--- config.mk ---
export PLATFORM = sky130hd
export DESIGN_NAME = pipelined_controller
export DESIGN_NICKNAME = d
export VERILOG_FILES = /design/src/rtl/pipelined_controller.sv
export SDC_FILE = /design/constraint.sdc
export NUM_CORES = 1
export LEC_CHECK = 0
export CAP_MARGIN = 20
export CORE_MARGIN = 8
export CORE_UTILIZATION = 41
export CTS_BUF_LIST = sky130_fd_sc_hd__clkbuf_2
export DETAILED_ROUTE_END_ITERATION = 8
export PLACE_DENSITY_LB_ADDON = 0.1
export SYNTH_ARGS = -nofsm -noshare
export SYNTH_HDL_FRONTEND = slang
export SYNTH_SLANG_ARGS = --single-unit
--- constraint.sdc ---
create_clock -name clk -period 5.3 [get_ports clk]
set_input_delay 0.53 -clock clk [delete_from_list [all_inputs] [get_ports clk]]
set_output_delay 0.53 -clock clk [all_outputs]
set_load 0.01 [all_outputs]
--- src/rtl/pipelined_controller.sv ---
`default_nettype none
// ============================================================================
// Module   : pipelined_controller
// Purpose  : ID-stage decode registered into ID/EX, with a load-use stall and
//            squashing of wrong-path instructions after a taken branch.
//            Optional performance counters are enabled by CTRL_PERF_CNT_EN.
// Revision : 1.0  initial release
// ============================================================================
module pipelined_controller #(
  parameter int INSTR_W      = 16,
  parameter int OPC_W        = 4,
  parameter int REG_ADDR_W   = 3,
  parameter int FLUSH_CYCLES = 2
) (
  input  logic                  clk,
  input  logic                  rst_n,
  input  logic                  instr_valid_i,
  input  logic [INSTR_W-1:0]    instruction_i,
  input  logic                  mem_busy_i,
  input  logic                  branch_taken_i,
  output logic                  id_ready_o,
  output logic                  ex_valid_o,
  output logic [2:0]            ex_alu_cmd_o,
  output logic                  ex_wr_en_o,
  output logic                  ex_br_comm_o,
  output logic                  ex_alu_src2_imm_o,
  output logic                  ex_mem_store_o,
  output logic                  ex_is_mem_o,
  output logic                  ex_wb_mem_sel_o,
  output logic [REG_ADDR_W-1:0] ex_rd_o,
  output logic [15:0]           perf_stalls_o,
  output logic [15:0]           perf_flushes_o
);

  localparam int                 c_cnt_w    = (FLUSH_CYCLES > 1) ? $clog2(FLUSH_CYCLES) : 1;
  localparam logic [c_cnt_w-1:0] c_cnt_one  = c_cnt_w'(1);
  localparam logic [c_cnt_w-1:0] c_cnt_init = c_cnt_w'(FLUSH_CYCLES - 1);
  localparam int                 c_rd_msb   = INSTR_W - OPC_W - 1;
  localparam int                 c_rs1_msb  = c_rd_msb - REG_ADDR_W;
  localparam int                 c_rs2_msb  = c_rs1_msb - REG_ADDR_W;

  typedef enum logic [1:0] {
    ST_RUN   = 2'd0,
    ST_STALL = 2'd1,
    ST_FLUSH = 2'd2
  } state_t;

  typedef struct packed {
    logic [2:0]            alu_cmd;
    logic                  wr_en;
    logic                  br_comm;
    logic                  alu_src2_imm;
    logic                  mem_store;
    logic                  is_mem;
    logic                  wb_mem_sel;
    logic [REG_ADDR_W-1:0] rd;
  } ctrl_t;

  state_t             state_q;
  logic [c_cnt_w-1:0] flush_cnt_q;
  logic               ex_valid_q;
  ctrl_t              ex_q;

  logic                  w_upper_nz;
  logic [3:0]            w_op;
  logic [REG_ADDR_W-1:0] w_rd;
  logic [REG_ADDR_W-1:0] w_rs1;
  logic [REG_ADDR_W-1:0] w_rs2;
  ctrl_t                 w_dec;
  logic                  w_reads_rs1;
  logic                  w_reads_rs2;
  logic                  w_reads_rd;
  logic                  w_ex_is_load;
  logic                  w_load_use;
  logic                  w_flush;
  logic                  w_unused_instr;

  // Opcodes wider than the 4-bit decode table decode as NOP when upper bits are set
  generate
    if (OPC_W > 4) begin : g_wide_opc
      assign w_upper_nz = |instruction_i[INSTR_W-1 -: OPC_W-4];
    end else begin : g_narrow_opc
      assign w_upper_nz = 1'b0;
    end
  endgenerate

  assign w_op           = w_upper_nz ? 4'h0 : instruction_i[INSTR_W-OPC_W +: 4];
  assign w_rd           = instruction_i[c_rd_msb  -: REG_ADDR_W];
  assign w_rs1          = instruction_i[c_rs1_msb -: REG_ADDR_W];
  assign w_rs2          = instruction_i[c_rs2_msb -: REG_ADDR_W];
  assign w_unused_instr = ^instruction_i;

  always_comb begin
    w_dec    = '0;
    w_dec.rd = w_rd;
    case (w_op)
      4'h1, 4'h9, 4'hA, 4'hB: w_dec.alu_cmd = 3'b000;
      4'h2:                   w_dec.alu_cmd = 3'b001;
      4'h3:                   w_dec.alu_cmd = 3'b010;
      4'h4:                   w_dec.alu_cmd = 3'b011;
      4'h5:                   w_dec.alu_cmd = 3'b100;
      4'h6:                   w_dec.alu_cmd = 3'b101;
      4'h7:                   w_dec.alu_cmd = 3'b110;
      default:                w_dec.alu_cmd = 3'b111;
    endcase
    w_dec.wr_en        = (w_op != 4'h0) && (w_op != 4'hB) && (w_op < 4'hC);
    w_dec.br_comm      = (w_op == 4'hC);
    w_dec.alu_src2_imm = (w_op >= 4'h9) && (w_op <= 4'hB);
    w_dec.mem_store    = (w_op == 4'hB);
    w_dec.is_mem       = (w_op == 4'hA) || (w_op == 4'hB);
    w_dec.wb_mem_sel   = (w_op == 4'hA);
  end

  // rs2 is only meaningful for instructions that use register operands at all
  assign w_reads_rs1  = (w_op != 4'h0) && (w_op <= 4'hC);
  assign w_reads_rs2  = w_reads_rs1 && (!w_dec.alu_src2_imm || (w_op == 4'hC));
  assign w_reads_rd   = (w_op == 4'hB);

  assign w_ex_is_load = ex_valid_q && ex_q.wb_mem_sel && ex_q.wr_en;
  assign w_load_use   = (state_q == ST_RUN) && w_ex_is_load && instr_valid_i &&
                        ((w_reads_rs1 && (w_rs1 == ex_q.rd)) ||
                         (w_reads_rs2 && (w_rs2 == ex_q.rd)) ||
                         (w_reads_rd  && (w_rd  == ex_q.rd)));
  assign w_flush      = ex_valid_q && ex_q.br_comm && branch_taken_i;

  assign id_ready_o   = !mem_busy_i && !w_flush && (state_q != ST_FLUSH) && !w_load_use;

  // The edge that detects the taken branch squashes the first wrong-path slot,
  // so FLUSH itself lasts FLUSH_CYCLES-1 cycles.
  always_ff @(posedge clk or negedge rst_n) begin
    if (!rst_n) begin
      state_q     <= ST_RUN;
      flush_cnt_q <= '0;
      ex_valid_q  <= 1'b0;
      ex_q        <= '0;
    end else if (!mem_busy_i) begin
      if (w_flush) begin
        ex_valid_q <= 1'b0;
        ex_q       <= '0;
        if (FLUSH_CYCLES > 1) begin
          state_q     <= ST_FLUSH;
          flush_cnt_q <= c_cnt_init;
        end else begin
          state_q     <= ST_RUN;
          flush_cnt_q <= '0;
        end
      end else if (state_q == ST_FLUSH) begin
        ex_valid_q <= 1'b0;
        ex_q       <= '0;
        if (flush_cnt_q <= c_cnt_one) begin
          state_q     <= ST_RUN;
          flush_cnt_q <= '0;
        end else begin
          flush_cnt_q <= flush_cnt_q - c_cnt_one;
        end
      end else if (w_load_use) begin
        ex_valid_q <= 1'b0;
        ex_q       <= '0;
        state_q    <= ST_STALL;
      end else begin
        state_q    <= ST_RUN;
        ex_valid_q <= instr_valid_i;
        ex_q       <= instr_valid_i ? w_dec : '0;
      end
    end
  end

  assign ex_valid_o        = ex_valid_q;
  assign ex_alu_cmd_o      = ex_q.alu_cmd;
  assign ex_wr_en_o        = ex_q.wr_en;
  assign ex_br_comm_o      = ex_q.br_comm;
  assign ex_alu_src2_imm_o = ex_q.alu_src2_imm;
  assign ex_mem_store_o    = ex_q.mem_store;
  assign ex_is_mem_o       = ex_q.is_mem;
  assign ex_wb_mem_sel_o   = ex_q.wb_mem_sel;
  assign ex_rd_o           = ex_q.rd;

`ifdef CTRL_PERF_CNT_EN
  logic [15:0] perf_stalls_q;
  logic [15:0] perf_flushes_q;
  logic        w_stall_evt;
  logic        w_flush_evt;

  assign w_flush_evt = !mem_busy_i && w_flush;
  assign w_stall_evt = !mem_busy_i && !w_flush && w_load_use;

  always_ff @(posedge clk or negedge rst_n) begin
    if (!rst_n) begin
      perf_stalls_q  <= '0;
      perf_flushes_q <= '0;
    end else begin
      if (w_stall_evt && (perf_stalls_q != 16'hFFFF)) begin
        perf_stalls_q <= perf_stalls_q + 16'd1;
      end
      if (w_flush_evt && (perf_flushes_q != 16'hFFFF)) begin
        perf_flushes_q <= perf_flushes_q + 16'd1;
      end
    end
  end

  assign perf_stalls_o  = perf_stalls_q;
  assign perf_flushes_o = perf_flushes_q;
`else
  assign perf_stalls_o  = 16'h0000;
  assign perf_flushes_o = 16'h0000;
`endif

endmodule
`default_nettype wire
==> out/summary.txt <==
Critical Path RT: 4.77 ns
vias per std cell: 4.75
Layout Utilization: 0.498
Final ANT Viol Nets: 0
Rel. slew slack: 0.531
Hold Path Class: reg -> reg
Netlist Area Pre-Place: 1120 um^2
number of global-route vias before repair: 858
Die Y: 68.3 um
CP max stage cell: clkdlybuf4s50_1
Post-CTS Hold Buffers: 0
R2R cell count: 5
average footprint of a synthesized cell: 9.50 um^2
Reg area: 375 um^2
PostCTS Resize Cnt: 0
CTS tree: built
WHS Path Cells: 1
area of the core: 2690 um^2
area grow syn2layout: 19.3%
CTS root buf: clkbuf_2
Pleak: 0.648 nW
PortBufs: 31
fill cell count: 257
total grt overflow: 0
GPL Wtd Cong: 0.715
initial antenna violation count: 0
Post-synth EDFFs: 0
DIE AREA: 4660 um^2
Post-CTS Setup Inserts: 0
TritonCTS buffer count: 3
synthesis-stage register bit count: 15
Peak VDD IR: 0.106 mV
DR WL/cell: 14.5 um
CP Cell Sequence: clkdlybuf4s50_1 > nor2b_1 > o21ai_0 > a31oi_1 > o21ai_0 > a21boi_0 > clkdlybuf4s50_1
Post-Syn Instances: 118
Worst EP arrival: 2.86 ns
Max-Cap Viols: 0
final setup vio count: 0
number of remaining DRC errors: 0
Crit Path Class: in -> out
first-pass GRT wire length: 3.98 mm
share of cells above drive strength 1: 0.0476
async set-reset flop share out of synthesis: 1.00
max-slew violation count: 0
ys flop type: dfrtp_1
routed via count: 845
final hold vios: 0
Pre-antenna DRT Iters: 4
multi-input gate area in the final layout: 574 um^2
synth warn: 0
fmax: 295 MHz
power per cell area: 195 nW/um^2
row count: 19
Worst setup EP type: primary output
Total Wirelength: 2.58 mm
RSZ-0062 raised after global routing: no
crit-path max FO: 11
worst-margin pin slew: 0.702 ns
placed cell count: 174
critical path's largest stage delay: 0.64 ns
Die X: 68.3 um
Initial Util: 0.417
non-filler cells, final: 178
CTS H-tree depth: 1
outcome: finished clean
DP HPWL: 2.06 mm
total negative setup slack: 0 ns
final worst path period share: 0.639
antenna cells: 0
Power Total: 0.260 mW
clk sink count: 15
fin crit period: 3.39 ns
Nets: 173
Max clock buf depth: 2
critical path launch point type: input pin
DRT iter0 DRCs: 30
Reg clk slew, reported paths: 0.14 ns
Tot GR Track Use: 0.112
Worst-Skew Late Latency: 0.29 ns
io pins: 67
Clock Skew: 0.0108 ns
post-synthesis sequential area ratio: 0.335
largest net degree at the start of global routing: 17
library cells used by synthesis: 32
## cell usage after synthesis (2+ instances only)
| cell type | number | share of area |
|---|---|---|
| nor2_1 | 4 | 0.013 |
| nor2b_1 | 2 | 0.011 |
| xnor2_1 | 4 | 0.031 |
| xor2_1 | 5 | 0.039 |
| nand2_1 | 4 | 0.013 |
| ha_1 | 4 | 0.045 |
| a32o_1 | 6 | 0.054 |
| and3_1 | 2 | 0.011 |
| dfrtp_1 | 15 | 0.33 |
| clkbuf_1 | 2 | 0.0067 |
| inv_1 | 5 | 0.017 |
| nor3_1 | 2 | 0.0089 |
| buf_4 | 32 | 0.21 |
| o21ai_0 | 7 | 0.031 |
| a22o_1 | 7 | 0.055 |
## final timing paths
check | start | to | slack (ns)
max | instruction_i[15] | id_ready_o | 1.91
max in group asynchronous | rst_n | ex_br_comm_o | 4.21
min | ex_alu_cmd_o[0] | ex_alu_cmd_o[0] | 0.52
max reg2reg | ex_wr_en_o | ex_mem_store_o | 3.42
min reg2reg | ex_alu_cmd_o[0] | ex_alu_cmd_o[0] | 0.52
min in group asynchronous | rst_n | ex_rd_o[2] | 0.63
## layer usage
metal | track usage | vias to the layer above | wire length, um
met4 | 0.0537 | 0 | 33
met5 | 0 | - | 0
li1 | - | 405 | -
met3 | 0.0262 | 2 | 166
met1 | 0.138 | 405 | 1120
met2 | 0.178 | 33 | 1270
## cell families after synthesis
logic type,share of synthesized area
fa+ha+maj,0.0446
simple gates,0.105
xor+xnor,0.0703
flops,0.335
mux,0.0100
other cells,0.00335
compound gates,0.175
buf+inv,0.257
## critical path: cells and delay by family
kind | cells | cell delay [ns]
compound gates | 4 | 0.83
buf+inv | 2 | 1.20
simple gates | 1 | 0.30
## power by group
group          leakage [nW]  internal (mW)  switching (mW)
logic                 0.432         0.0376          0.0392
registers             0.200          0.121         0.00697
clock network        0.0164         0.0171          0.0385
total                 0.648          0.176          0.0846
## flip-flops by register name (all words and copies together) (netlist names)
signal,cells
ex_alu_cmd_o,3
ex_rd_o,3
state_q,2
ex_alu_src2_imm_o,1
ex_br_comm_o,1
ex_is_mem_o,1
ex_mem_store_o,1
ex_valid_o,1
ex_wb_mem_sel_o,1
ex_wr_en_o,1
## placed cells by master, fill, tap and decap left out, drive strengths merged
master,synthesis,final
xnor2,4,4
clkinv,0,1
clkdlybuf4s50,0,31
and3b,1,1
inv,5,5
nand2,4,4
mux2,1,1
and3,2,2
nand3b,1,1
or2,1,1
o21ai,7,7
o211a,1,1
or3,1,1
nor2b,2,2
xor2,5,5
or4,1,1
clkbuf,3,3
ha,4,4
a32o,6,6
conb,1,32
a21boi,1,1
a31oi,1,1
nor3,2,2
dfrtp,15,15
a22o,7,7
a21o,1,1
nand4,1,1
nor4,1,1
nor2,4,4
o31a,1,1
## stage by stage
| step | area [um^2] | worst slack (ns) | hold slack (ns) |
|---|---|---|---|
| finish | 1340 | 1.91 | 0.517 |
| global route | 1340 | 1.65 | 0.531 |
| detailed placement | 1320 | 1.90 | 0.487 |
| CTS | 1340 | 1.90 | 0.522 |
| global placement | 1320 | 1.89 | 0.482 |
| floorplan | 1240 | 3.08 | 0.234 |
## area by class of cell
cell class,instances,area share
clock buffers,3,0.0112
clock inverters,1,0.00374
inverters,5,0.0140
multi-input cells,92,0.429
flip-flops and latches,15,0.281
well taps,31,0.0290
repair buffers,31,0.232
Note: power is estimated with default switching activity, not from simulation.
